===== config.mk =====
export PLATFORM = sky130hd
export DESIGN_NAME = fetch_unit
export DESIGN_NICKNAME = d
export VERILOG_FILES = /design/src/rtl/fetch_unit_pkg.sv /design/src/rtl/fetch_unit.sv
export SDC_FILE = /design/constraint.sdc
export NUM_CORES = 1
export LEC_CHECK = 0
export BUFFER_PORTS_ARGS = -buffer_cell sky130_fd_sc_hd__buf_2
export CAP_MARGIN = 20
export CORE_ASPECT_RATIO = 1.2
export CORE_MARGIN = 8
export CORE_UTILIZATION = 51
export DETAILED_ROUTE_END_ITERATION = 10
export PLACE_DENSITY = 0.86
export SYNTH_ARGS = -nofsm -noshare
export SYNTH_HDL_FRONTEND = slang
export SYNTH_SLANG_ARGS = --single-unit

===== constraint.sdc =====
create_clock -name clk_i -period 2.95 [get_ports clk_i]
set_input_delay 0.4425 -clock clk_i [delete_from_list [all_inputs] [get_ports clk_i]]
set_output_delay 0.4425 -clock clk_i [all_outputs]
set_load 0.05 [all_outputs]

===== src/rtl/fetch_unit_pkg.sv =====
// Shared fetch-stage types: FSM state, default widths and the {valid, instr, pc} packet
// used for both the IF/DE register and the one-entry holding buffer.
package fetch_unit_pkg;

  localparam int PC_W_DEF    = 16;
  localparam int INSTR_W_DEF = 16;

  typedef enum logic {
    FETCH = 1'b0,
    DROP  = 1'b1
  } fetch_state_e;

  // Sized from the package defaults; the top's width parameters must match these.
  typedef struct packed {
    logic                   valid;
    logic [INSTR_W_DEF-1:0] instr;
    logic [PC_W_DEF-1:0]    pc;
  } fetch_pkt_t;

endpackage


===== src/rtl/fetch_unit.sv =====
// Instruction-fetch stage with IF/DE register, single-outstanding imem req/ack,
// stall/redirect handling and a one-entry buffer for data returning during a stall.
module fetch_unit
  import fetch_unit_pkg::*;
#(
  parameter int              PC_W     = PC_W_DEF,
  parameter int              INSTR_W  = INSTR_W_DEF,
  parameter logic [PC_W-1:0] RESET_PC = '0,
  parameter int              PC_INC   = 2
) (
  input  logic               clk_i,
  input  logic               rst_i,
  input  logic               stall_i,
  input  logic               redirect_i,
  input  logic [PC_W-1:0]    redirect_pc_i,
  output logic               imem_req_o,
  output logic [PC_W-1:0]    imem_addr_o,
  input  logic               imem_ack_i,
  input  logic [INSTR_W-1:0] imem_rdata_i,
  output logic               de_valid_o,
  output logic [INSTR_W-1:0] de_instr_o,
  output logic [PC_W-1:0]    de_pc_o
);

  fetch_state_e    state_q, state_n;
  logic [PC_W-1:0] pc_q, pc_n;
  logic [PC_W-1:0] redir_q, redir_n;
  logic [PC_W-1:0] tgt;
  fetch_pkt_t      de_q, de_n;
  fetch_pkt_t      buf_q, buf_n;
  logic            ack;

  // A full buffer suppresses the request, so it can never be overwritten.
  assign imem_req_o  = !rst_i && ((state_q == FETCH && !buf_q.valid) || state_q == DROP);
  assign imem_addr_o = pc_q;
  assign ack         = imem_req_o && imem_ack_i;
  assign tgt         = redirect_pc_i & ~PC_W'(1);

  assign de_valid_o = de_q.valid;
  assign de_instr_o = de_q.instr;
  assign de_pc_o    = de_q.pc;

  always_comb begin
    state_n = state_q;
    pc_n    = pc_q;
    redir_n = redir_q;
    de_n    = de_q;
    buf_n   = buf_q;
    if (redirect_i) begin
      de_n.valid  = 1'b0;
      buf_n.valid = 1'b0;
      if (imem_req_o && !ack) begin
        // Keep the address stable until the in-flight access returns.
        state_n = DROP;
        redir_n = tgt;
      end else begin
        state_n = FETCH;
        pc_n    = tgt;
      end
    end else if (state_q == DROP) begin
      if (ack) begin
        state_n = FETCH;
        pc_n    = redir_q;
      end
    end else if (ack) begin
      if (stall_i) buf_n = '{valid: 1'b1, instr: imem_rdata_i, pc: pc_q};
      else         de_n  = '{valid: 1'b1, instr: imem_rdata_i, pc: pc_q};
      pc_n = pc_q + PC_W'(PC_INC);
    end else if (!stall_i) begin
      if (buf_q.valid) begin
        de_n        = buf_q;
        buf_n.valid = 1'b0;
      end else begin
        de_n.valid = 1'b0;
      end
    end
  end

  always_ff @(posedge clk_i) begin
    if (rst_i) begin
      state_q <= FETCH;
      pc_q    <= RESET_PC;
      redir_q <= '0;
      de_q    <= '0;
      buf_q   <= '0;
    end else begin
      state_q <= state_n;
      pc_q    <= pc_n;
      redir_q <= redir_n;
      de_q    <= de_n;
      buf_q   <= buf_n;
    end
  end

endmodule


After elaboration in Yosys (flattened, before gate mapping)
Cells that the tools add are included.

Bits in registers: 98. Bits of input ports: 37. Output and inout port bits: 50.

$add $sub $neg: 1. Equality and inequality tests: 3. Muxes and demuxes: 17. Bitwise operators: 3. Reduce and logical (&&, ||, !) cells: 17.

Operators with widths (count): $mux W33 (4); $mux W16 (5); $mux W32 (1); $add A16 B2 Y16 const B (1); $reduce_and A4 Y1 (2); $mux W1 (7); $reduce_and A2 Y1 (3); $logic_and A1 B1 Y1 (4); $ne A2 B2 Y1 const B (2); $reduce_bool A2 Y1 (2); $logic_not A1 Y1 (3); $not A1 Y1 (3); $reduce_and A3 Y1 (1); $ne A2 B1 Y1 const B (1); $reduce_or A2 Y1 (1); $logic_or A1 B1 Y1 (1).

Depth between registers and ports, before layout
Gate-level depths: netlist of the first run.

Depth after elaboration: 9. Depth in mapped cells: 9. Depth with buffers taken out: 7.

Worst setup path after synthesis of the first run
Ideal clock, no wire load.

Path type: input-to-output. Start: in rst_i. End: out imem_req_o. Arrival time: 1.672 ns. Data required time: 2.508 ns. Slack: 0.835 ns. Stages: 4. Path buffers: 3. Path through: buf_4 -> clkbuf_1 -> clkbuf_1 -> nor2_1.

Word-level cells in the longest chain between the ends: 2.

Ends and longest elaborated chain: start: declaration (line fetch_unit.sv:12) `input logic rst_i,`; $logic_not A1 Y1 (line fetch_unit.sv:34) `assign imem_req_o = !rst_i && ((state_q == FETCH && !buf_q.valid) || state_q == DROP);`; $logic_and A1 B1 Y1 (line fetch_unit.sv:34); end: declaration (line fetch_unit.sv:16) `output logic imem_req_o,`.

Every way passes these cells.

Final worst setup path of the first run
Start: reg state_q. End: reg buf_q[32] (netlist name).

Word-level cells in the longest chain between the ends: 7.

Ends and longest elaborated chain: start: declaration (line fetch_unit.sv:25) `fetch_state_e state_q, state_n;`; start signal: assignment (line fetch_unit.sv:87) `state_q <= state_n;`; $not A1 Y1 (no line); $logic_and A1 B1 Y1 (line fetch_unit.sv:34); $logic_or A1 B1 Y1 (line fetch_unit.sv:34); $logic_and A1 B1 Y1 (line fetch_unit.sv:34); $logic_and A1 B1 Y1 (line fetch_unit.sv:36) `assign ack = imem_req_o && imem_ack_i;`; $ne A2 B1 Y1 (no line) or $ne A2 B2 Y1 (tied branches); $reduce_and A3 Y1 (no line); end signal: assignment (line fetch_unit.sv:91) `buf_q <= buf_n;`; end: declaration (line fetch_unit.sv:30) `fetch_pkt_t buf_q, buf_n;`.

Several ways; a longest one is shown, not always the timed one. A chain may end at the register's enable or synchronous reset.

==> results.yml, run 1 <==
routing:
  drcViolationCount: 0
  vias: 4304
  drt-pass1-iter-count: 5
  wire_per_inst_um: 16.6
  vias_per_cell: 5.90
  ant_nets: 0
  drt_iter0_markers: 374
  routed_wl_um: 12100
sta:
  period_minus_slack_ps: 2260
  finalCritPeriodShare_pct: 76.5
  worst_clock_skew_ps: 11.7
  worst_slew_margin_rel_pct: 34.5
  final-hold-violation-count: 0
  drv_slew: 0
  worst_slew_pin_slew_ps: 982
  layout_setup_ws_ps: 694
  finalSetupViolCount: 0
  rsz0062_at_grt: "false"
  whs_ps: 319
  timing.fmax_mhz: 443
  finalSetupTns_ps: 0
grt:
  grt_pass1_vias: 4162
  grt_max_degree: 98
  grt_use_total_pct: 20.1
  antenna_found_initial: 0
  grt-ovfl-total: 0
  grt_pass1_wl_um: 20000
logic_synthesis:
  yosys.area.top_type: "dfxtp_1"
  synth_seq_cells: 95
  ys_warn_count: 0
  ys_top_cells_by_area: "dfxtp_1, nand2_1, a21oi_1"
  synth.avg_cell_area_um2: 8.02
  synth-async-reset-ratio_pct: 0
  yosysSeqAreaShare_pct: 42.8
  synthMostInstantiatedCell: "nand2_1"
  syn_area_mm2: 0.00445
  synth_common_cells: "nand2_1, dfxtp_1, a21oi_1, a311oi_1, clkbuf_1"
  ys.flop_type: "dfxtp_1"
  ys_types: 54
  synth_edf_count: 0
  syn_inst: 554
  synth_top_area_share_pct: 42.8
worst_setup_path:
  cp.arrival_ps: 2480
  path_class: "register to register"
  crit_path_start_kind: "register"
  endpoint_kind: "register"
  crit_required_ps: 3170
  crit_fanout: 33
place:
  port_buffers: 83
  postPlaceCellArea_mm2: 0.00485
  place_inst: 712
  dpl.hpwl_um: 7960
  preCtsSetupSlack_ps: 566
  place_congestion: 0.859
pwr:
  p_per_area_mw_per_mm2: 526
  leakagePower_nw: 1.86
  ir_drop_mv: 0.332
clock_network:
  clkLatencyLatePin_ps: 360
  post-cts-setup-buffer-count: 0
  cts_tree: "yes"
  cts_sinks: 95
  cts-root-buf: "clkbuf_8"
  clk_pin_slew_worst_paths_ps: 100
  hold_buffers: 0
  cts_resized: 0
  htreeDepth: 3
  clockBufferDepth: 2
  numCtsBuffers: 9
cells_and_area:
  drive_gt1_share_pct: 20.6
  area_growth_pct: 14.1
  fin_area_mm2: 0.00507
  n_antenna_cell: 0
  regArea_mm2: 0.00190
  multiInputGateArea_mm2: 0.00227
  stdcell_count: 729
  fillCellCount: 805
  nets: 646
floorplanning:
  dieWidth_um: 101
  ios: 87
  core_area_mm2: 0.00852
  start_util_pct: 52.2
  die_h_um: 118
  die_area_mm2: 0.0120
  rows: 37
run_status:
  outcome: "finished, final reports clean"
flow_run:
  cap_violations: 0
hold_path:
  min_path_type: "input pin to register"
cell type report:
| type | count | share of cell area [%] |
|---|---|---|
| Timing Repair Buffer | 96 | 10.5 |
| Clock buffer | 12 | 3.26 |
| Multi-Input combinational cell | 399 | 44.7 |
| Clock inverter | 4 | 0.691 |
| Sequential cell | 95 | 37.5 |
| Inverter | 6 | 0.444 |
| Tap cell | 117 | 2.89 |
flip-flops by register name (all words and copies together) (netlist names):
register,count
state_q,1
de_valid_o,1
de_instr_o,16
imem_addr_o,15
buf_q,32
de_pc_o,15
redir_q,15
placed cells by master, fill, tap and decap left out, types with 3 or more instances in the layout:
| cell type | instances |
|---|---|
| dfxtp_1 | 95 |
| a311oi_1 | 32 |
| buf_2 | 83 |
| nor4_1 | 6 |
| nor2b_1 | 4 |
| nand2b_1 | 4 |
| nand2_1 | 137 |
| a221o_1 | 6 |
| nor3_1 | 12 |
| mux2i_1 | 19 |
| clkbuf_8 | 12 |
| buf_4 | 12 |
| o21ai_0 | 13 |
| o31ai_1 | 5 |
| nor2_1 | 25 |
| a21oi_1 | 72 |
| a21o_1 | 3 |
| nand3_1 | 10 |
| or3b_2 | 3 |
| nand4_1 | 8 |
| inv_1 | 4 |
stage by stage:
stage,utilization (%),power [W]
after CTS,59.2,0.00267
after floorplan,-,0.00172
after detailed placement,56.9,0.00184
after global routing,59.6,0.00277
after global placement,56.9,0.00182
final,59.6,0.00267
power by group:
part,internal [W],switching [W]
registers,0.00133,0.0000565
clock network,0.000385,0.000469
logic,0.000126,0.000304
total,0.00184,0.000830
worst max-delay path, cell delays in order (launching register included):
cell and delay [ps]:
dfxtp_1 320, buf_4 310, nand2b_1 350, nand3_2 140, inv_2 290, ha_1 300
nor2_1 120, mux2i_1 200, nor3_1 60
final timing paths:
| path | cells past startpoint | slack [ps] | end | startpoint |
|---|---|---|---|---|
| setup / recovery | 8 | 690 | buf_q[32]$_SDFFE_PP0P_ | state_q$_SDFF_PP0_ |
| hold / removal | 3 | 320 | buf_q[16]$_SDFFE_PP0P_ | imem_rdata_i[0] |
| setup reg to reg | 8 | 690 | buf_q[32]$_SDFFE_PP0P_ | state_q$_SDFF_PP0_ |
| hold reg to reg | 2 | 460 | buf_q[11]$_SDFFE_PP0P_ | buf_q[11]$_SDFFE_PP0P_ |
cell families after synthesis:
| group | share of synthesized area, % |
|---|---|
| other | 0.0844 |
| muxes | 4.53 |
| xor gates and xnor gates | 0.394 |
| and+or+nand+nor | 22.4 |
| AOI/OAI and AO/OA | 22.9 |
| adders and majority gates | 0.563 |
| buffers and inverters | 6.36 |
| DFF | 42.8 |
metal layers:
layer	wire [um]	track usage [%]	vias to the layer above
li1	-	-	2086
met1	5160	25.0	2010
met2	5850	32.6	180
met3	806	3.17	28
met4	300	9.99	0
met5	0	0	-
No activity file was read; power rests on OpenSTA's default activity.
==> run 2, diff against run 1 <==
CORE_UTILIZATION = 50   (was 51)
PLACE_DENSITY = 0.87   (was 0.86)
clock period = 1.8 ns   (was 2.95 ns; I/O delays follow)
==> run 2 against run 1 <==
Net effect: first-iteration DRC count fell by 9.4%; flip-flop and latch count did not move; non-clock buffer count rose by 17.
==> results.yml, run 2 (synthesis gave the netlist of run 1 again) <==
run_status:
  outcome: "finished, final reports clean"
sta:
  finalSetupTns_ps: 0
  layout_setup_ws_ps: 68.2
  worst_clock_skew_ps: 10.1
  timing.fmax_mhz: 577
  period_minus_slack_ps: 1730
  whs_ps: 159
  rsz0062_at_grt: "false"
  drv_slew: 0
  final-hold-violation-count: 0
  finalCritPeriodShare_pct: 96.2
  finalSetupViolCount: 0
cells_and_area:
  largest_register: "buf_q"
  n_antenna_cell: 0
  final_common_cell: "nand2_1"
  largest_register_ff_count: 32
  fillCellCount: 759
  drive_gt1_share_pct: 24.6
  multiInputGateArea_mm2: 0.00228
  stdcell_count: 746
  nets: 663
  area_growth_pct: 18.9
  regArea_mm2: 0.00192
  layout_common_cells: "nand2_1, dfxtp_1, buf_2, a21oi_1, a311oi_1"
hold_path:
  min_path_type: "input pin to register"
grt:
  grt_pass1_wl_um: 20000
  antenna_found_initial: 0
  grt_max_degree: 41
  grt_use_total_pct: 20.2
  grt-ovfl-total: 0
  grt_pass1_vias: 4166
floorplanning:
  start_util_pct: 51.6
  core_area_mm2: 0.00861
  dieWidth_um: 102
  die_h_um: 119
  die_area_mm2: 0.0122
  rows: 37
  ios: 87
pwr:
  ir_drop_mv: 0.486
  leakagePower_nw: 1.96
  p_total_w: 0.00455
  p_per_area_mw_per_mm2: 861
clock_network:
  numCtsBuffers: 9
  cts_sinks: 95
  clkLatencyLatePin_ps: 360
  cts-root-buf: "clkbuf_8"
  clockBufferDepth: 2
  htreeDepth: 3
  cts_tree: "yes"
  clk_pin_slew_worst_paths_ps: 90
routing:
  drt-pass1-iter-count: 5
  routed_wl_um: 12300
  wire_per_inst_um: 16.5
  ant_nets: 0
  vias_per_cell: 5.77
  vias: 4303
  drt_iter0_markers: 339
  drcViolationCount: 0
worst_setup_path:
  cp.arrival_ps: 2020
  path_class: "register to register"
  crit_required_ps: 2090
  crit_fanout: 9
  endpoint_kind: "register"
  crit_path_start_kind: "register"
place:
  place_congestion: 0.883
  place_inst: 730
  preCtsSetupSlack_ps: 92.5
  port_buffers: 83
  dpl.hpwl_um: 8520
flow_run:
  cap_violations: 0
-- run 2: changes by cell type in the layout (fill, tap and decap cells not counted), moves of 2 or more --
cell	delta
dfxtp_4	+2
buf_4	+13
inv_6	-2
dfxtp_2	+8
buf_12	+4
dfxtp_1	-10
-- run 2: power breakdown --
| part | switching, W | internal (W) |
|---|---|---|
| Combinational | 0.000520 | 0.000238 |
| Sequential | 0.0000789 | 0.00218 |
| Clock | 0.000728 | 0.000809 |
| Total | 0.00133 | 0.00322 |
-- run 2: repair_timing --
item,CTS,global route
cloned,0,0
gates resized for setup,1,3
hold endpoints to repair,0,0
endpoints found under the setup margin,1,11
setup buffers,0,0
hold buffers,0,0
-- run 2: stage by stage --
stage	util (%)	area, um^2
final	61.4	5290
after global routing	61.4	5290
after CTS	61.3	5280
after detailed placement	58.6	5050
after global placement	58.6	5050
after floorplan	-	4470
-- run 2: worst paths after layout --
| kind | from | end | slack, ps | cells past startpoint |
|---|---|---|---|---|
| max | imem_addr_o[1]$_SDFFE_PP0P_ | imem_addr_o[9]$_SDFFE_PP0P_ | 70 | 5 |
| min | imem_rdata_i[11] | buf_q[27]$_SDFFE_PP0P_ | 160 | 3 |
| max reg2reg | imem_addr_o[1]$_SDFFE_PP0P_ | imem_addr_o[9]$_SDFFE_PP0P_ | 70 | 5 |
| min reg2reg | buf_q[3]$_SDFFE_PP0P_ | buf_q[3]$_SDFFE_PP0P_ | 460 | 2 |
-- run 2: area by class of cell --
| class | count | share of cell area, % |
|---|---|---|
| Multi-Input combinational cell | 399 | 43.1 |
| Sequential cell | 95 | 36.3 |
| Timing Repair Buffer | 113 | 13.1 |
| Clock buffer | 13 | 3.41 |
| Tap cell | 117 | 2.77 |
| Clock inverter | 3 | 0.899 |
| Inverter | 6 | 0.426 |
-- run 2: worst max-delay path: stages, from the launching register on --
cell	delay [ps]
dfxtp_4	400
ha_2	210
nand3_2	150
or4_1	450
a2111oi_2	310
a221o_1	150
-- run 2: layer usage --
layer	wire [um]	global-route usage, %	vias up
met3	783	4.08	13
met4	200	7.27	0
met5	0	0	-
li1	-	-	2108
met1	5300	25.3	2029
met2	6000	33.0	153
==> run 3, diff against run 2 <==
ABC_CLOCK_PERIOD_IN_PS = 1800   (was unset)
GPL_TIMING_DRIVEN = 0   (was unset)
==> run 3 against run 2 <==
Net effect: clock skew up 7.6 ps; largest power group unchanged; global-route usage up 1.8 points; critical path depth down 2; highest routed layer unchanged; non-clock buffer count up 26; cell count up 3.4%; total power down 3.4%; maximum frequency down 2.2%.
==> results.yml, run 3 (synthesis gave the netlist of run 1 again) <==
run_status:
  outcome: "finished, final reports clean"
sta:
  finalSetupViolCount: 0
  rsz0062_at_grt: "true"
  timing.fmax_mhz: 565
  layout_setup_ws_ps: 29.8
  whs_ps: 141
  period_minus_slack_ps: 1770
  drv_slew: 0
  final-hold-violation-count: 0
  finalCritPeriodShare_pct: 98.3
  finalSetupTns_ps: 0
  worst_slew_pin_slew_ps: 604
  worst_clock_skew_ps: 17.7
  worst_slew_margin_rel_pct: 59.7
clock_network:
  cts_sinks: 95
  cts_tree: "yes"
  hold_buffers: 0
  htreeDepth: 3
  clk_pin_slew_worst_paths_ps: 100
  cts-root-buf: "clkbuf_8"
  clockBufferDepth: 2
  clkLatencyLatePin_ps: 380
  numCtsBuffers: 9
routing:
  wire_per_inst_um: 17.7
  routed_wl_um: 13700
  ant_nets: 0
  vias: 4599
  drt_iter0_markers: 396
  vias_per_cell: 5.96
  drcViolationCount: 0
  drt-pass1-iter-count: 5
grt:
  grt_pass1_vias: 4439
  antenna_found_initial: 0
  grt_pass1_wl_um: 21500
  grt_max_degree: 17
  grt-ovfl-total: 0
  grt_use_total_pct: 21.9
hold_path:
  min_path_type: "input pin to register"
worst_setup_path:
  crit_family: "simple AND/OR/NAND/NOR gates"
  worst_path_largest_cell_delay_ps: 410
  path_class: "register to output port"
  critical_path.slowest_cell: "nor2b_1"
  crit_fanout: 6
  worstPathCellList: "nor2b_1, nor2_1, buf_2"
  crit_buf_inv: 1
  endpoint_kind: "output port"
  cp.arrival_ps: 1500
  crit_required_ps: 1530
  crit_path_start_kind: "register"
pwr:
  p_total_w: 0.00440
  p_per_area_mw_per_mm2: 825
  p_comb_share_pct: 17.6
  power.switching_w: 0.00143
  switching_share_pct: 32.6
  p_int_w: 0.00296
  pwr-share-clk_pct: 30.8
  pwr-share-seq_pct: 51.6
  leakagePower_nw: 1.98
  ir_drop_mv: 0.537
floorplanning:
  core_area_mm2: 0.00861
  dieWidth_um: 102
  die_area_mm2: 0.0122
  rows: 37
  die_h_um: 119
  start_util_pct: 51.6
  ios: 87
cells_and_area:
  layout_common_cells: "nand2_1, buf_2, dfxtp_1, a21oi_1, a311oi_1"
  largest_register_ff_count: 32
  largest_register: "buf_q"
  n_antenna_cell: 0
  area_growth_pct: 19.9
  final_common_cell: "nand2_1"
  nets: 689
  drive_gt1_share_pct: 24.6
place:
  port_buffers: 81
  dpl.hpwl_um: 9860
  place_congestion: 0.949
  preCtsSetupSlack_ps: -282
flow_run:
  cap_violations: 0
run 3: layer usage:
layer	GRT usage, %	share of wire [%]
met1	26.1	38
met2	36.5	50
met3	4.60	9.4
met4	10.0	2.3
met5	0	0
run 3: final cells by class:
class / instances / area, um^2
Inverter: 6 / 27.5
Clock buffer: 10 / 138
Clock inverter: 5 / 42.5
Buffer: 49 / 254
Multi-Input combinational cell: 399 / 2330
Tap cell: 117 / 146
Timing Repair Buffer: 90 / 473
Fill cell: 730 / 3280
Sequential cell: 95 / 1920
run 3: through the flow:
| step | util, % | std cells | instance area (um^2) |
|---|---|---|---|
| after floorplan | - | 555 | 4470 |
| after global placement | 58.3 | 753 | 5020 |
| after detailed placement | 58.3 | 753 | 5020 |
| after CTS | 61.1 | 771 | 5260 |
| after global routing | 61.9 | 771 | 5330 |
| final | 61.9 | 771 | 5330 |
run 3: worst reg2reg max path, stage by stage (launching register included):
cell and delay, ps:
dfxtp_4 390, buf_2 240, or3b_2 460, o21ai_0 180, nor3_1 80, a221o_1 300
run 3: final timing paths:
kind,startpoint,to,slack [ps],cells past startpoint
max,buf_q[32]$_SDFFE_PP0P_,imem_req_o,30,3
min reg2reg,buf_q[11]$_SDFFE_PP0P_,buf_q[11]$_SDFFE_PP0P_,460,2
min,imem_rdata_i[12],buf_q[28]$_SDFFE_PP0P_,140,3
max reg2reg,state_q$_SDFF_PP0_,imem_addr_o[4]$_SDFFE_PP0P_,50,5
run 3: power by group through the flow:
| stage | sequential, W | combinational, W | clock, W |
|---|---|---|---|
| after floorplan | 0.00245 | 0.000370 | 0 |
| after global placement | 0.00229 | 0.000748 | 0 |
| after detailed placement | 0.00229 | 0.000759 | 0 |
| after global routing | 0.00228 | 0.000828 | 0.00144 |
| after CTS | 0.00224 | 0.000784 | 0.00135 |
| final | 0.00227 | 0.000776 | 0.00135 |
run 3: repair_timing:
| item | CTS | global route |
|---|---|---|
| resized for setup | 11 | 17 |
| endpoints found under the setup margin | 6 | 43 |
| endpoints found under the hold margin | 0 | 0 |
| pin swaps | 0 | 3 |
| gates cloned | 0 | 0 |
| buffers inserted | 3 | 6 |
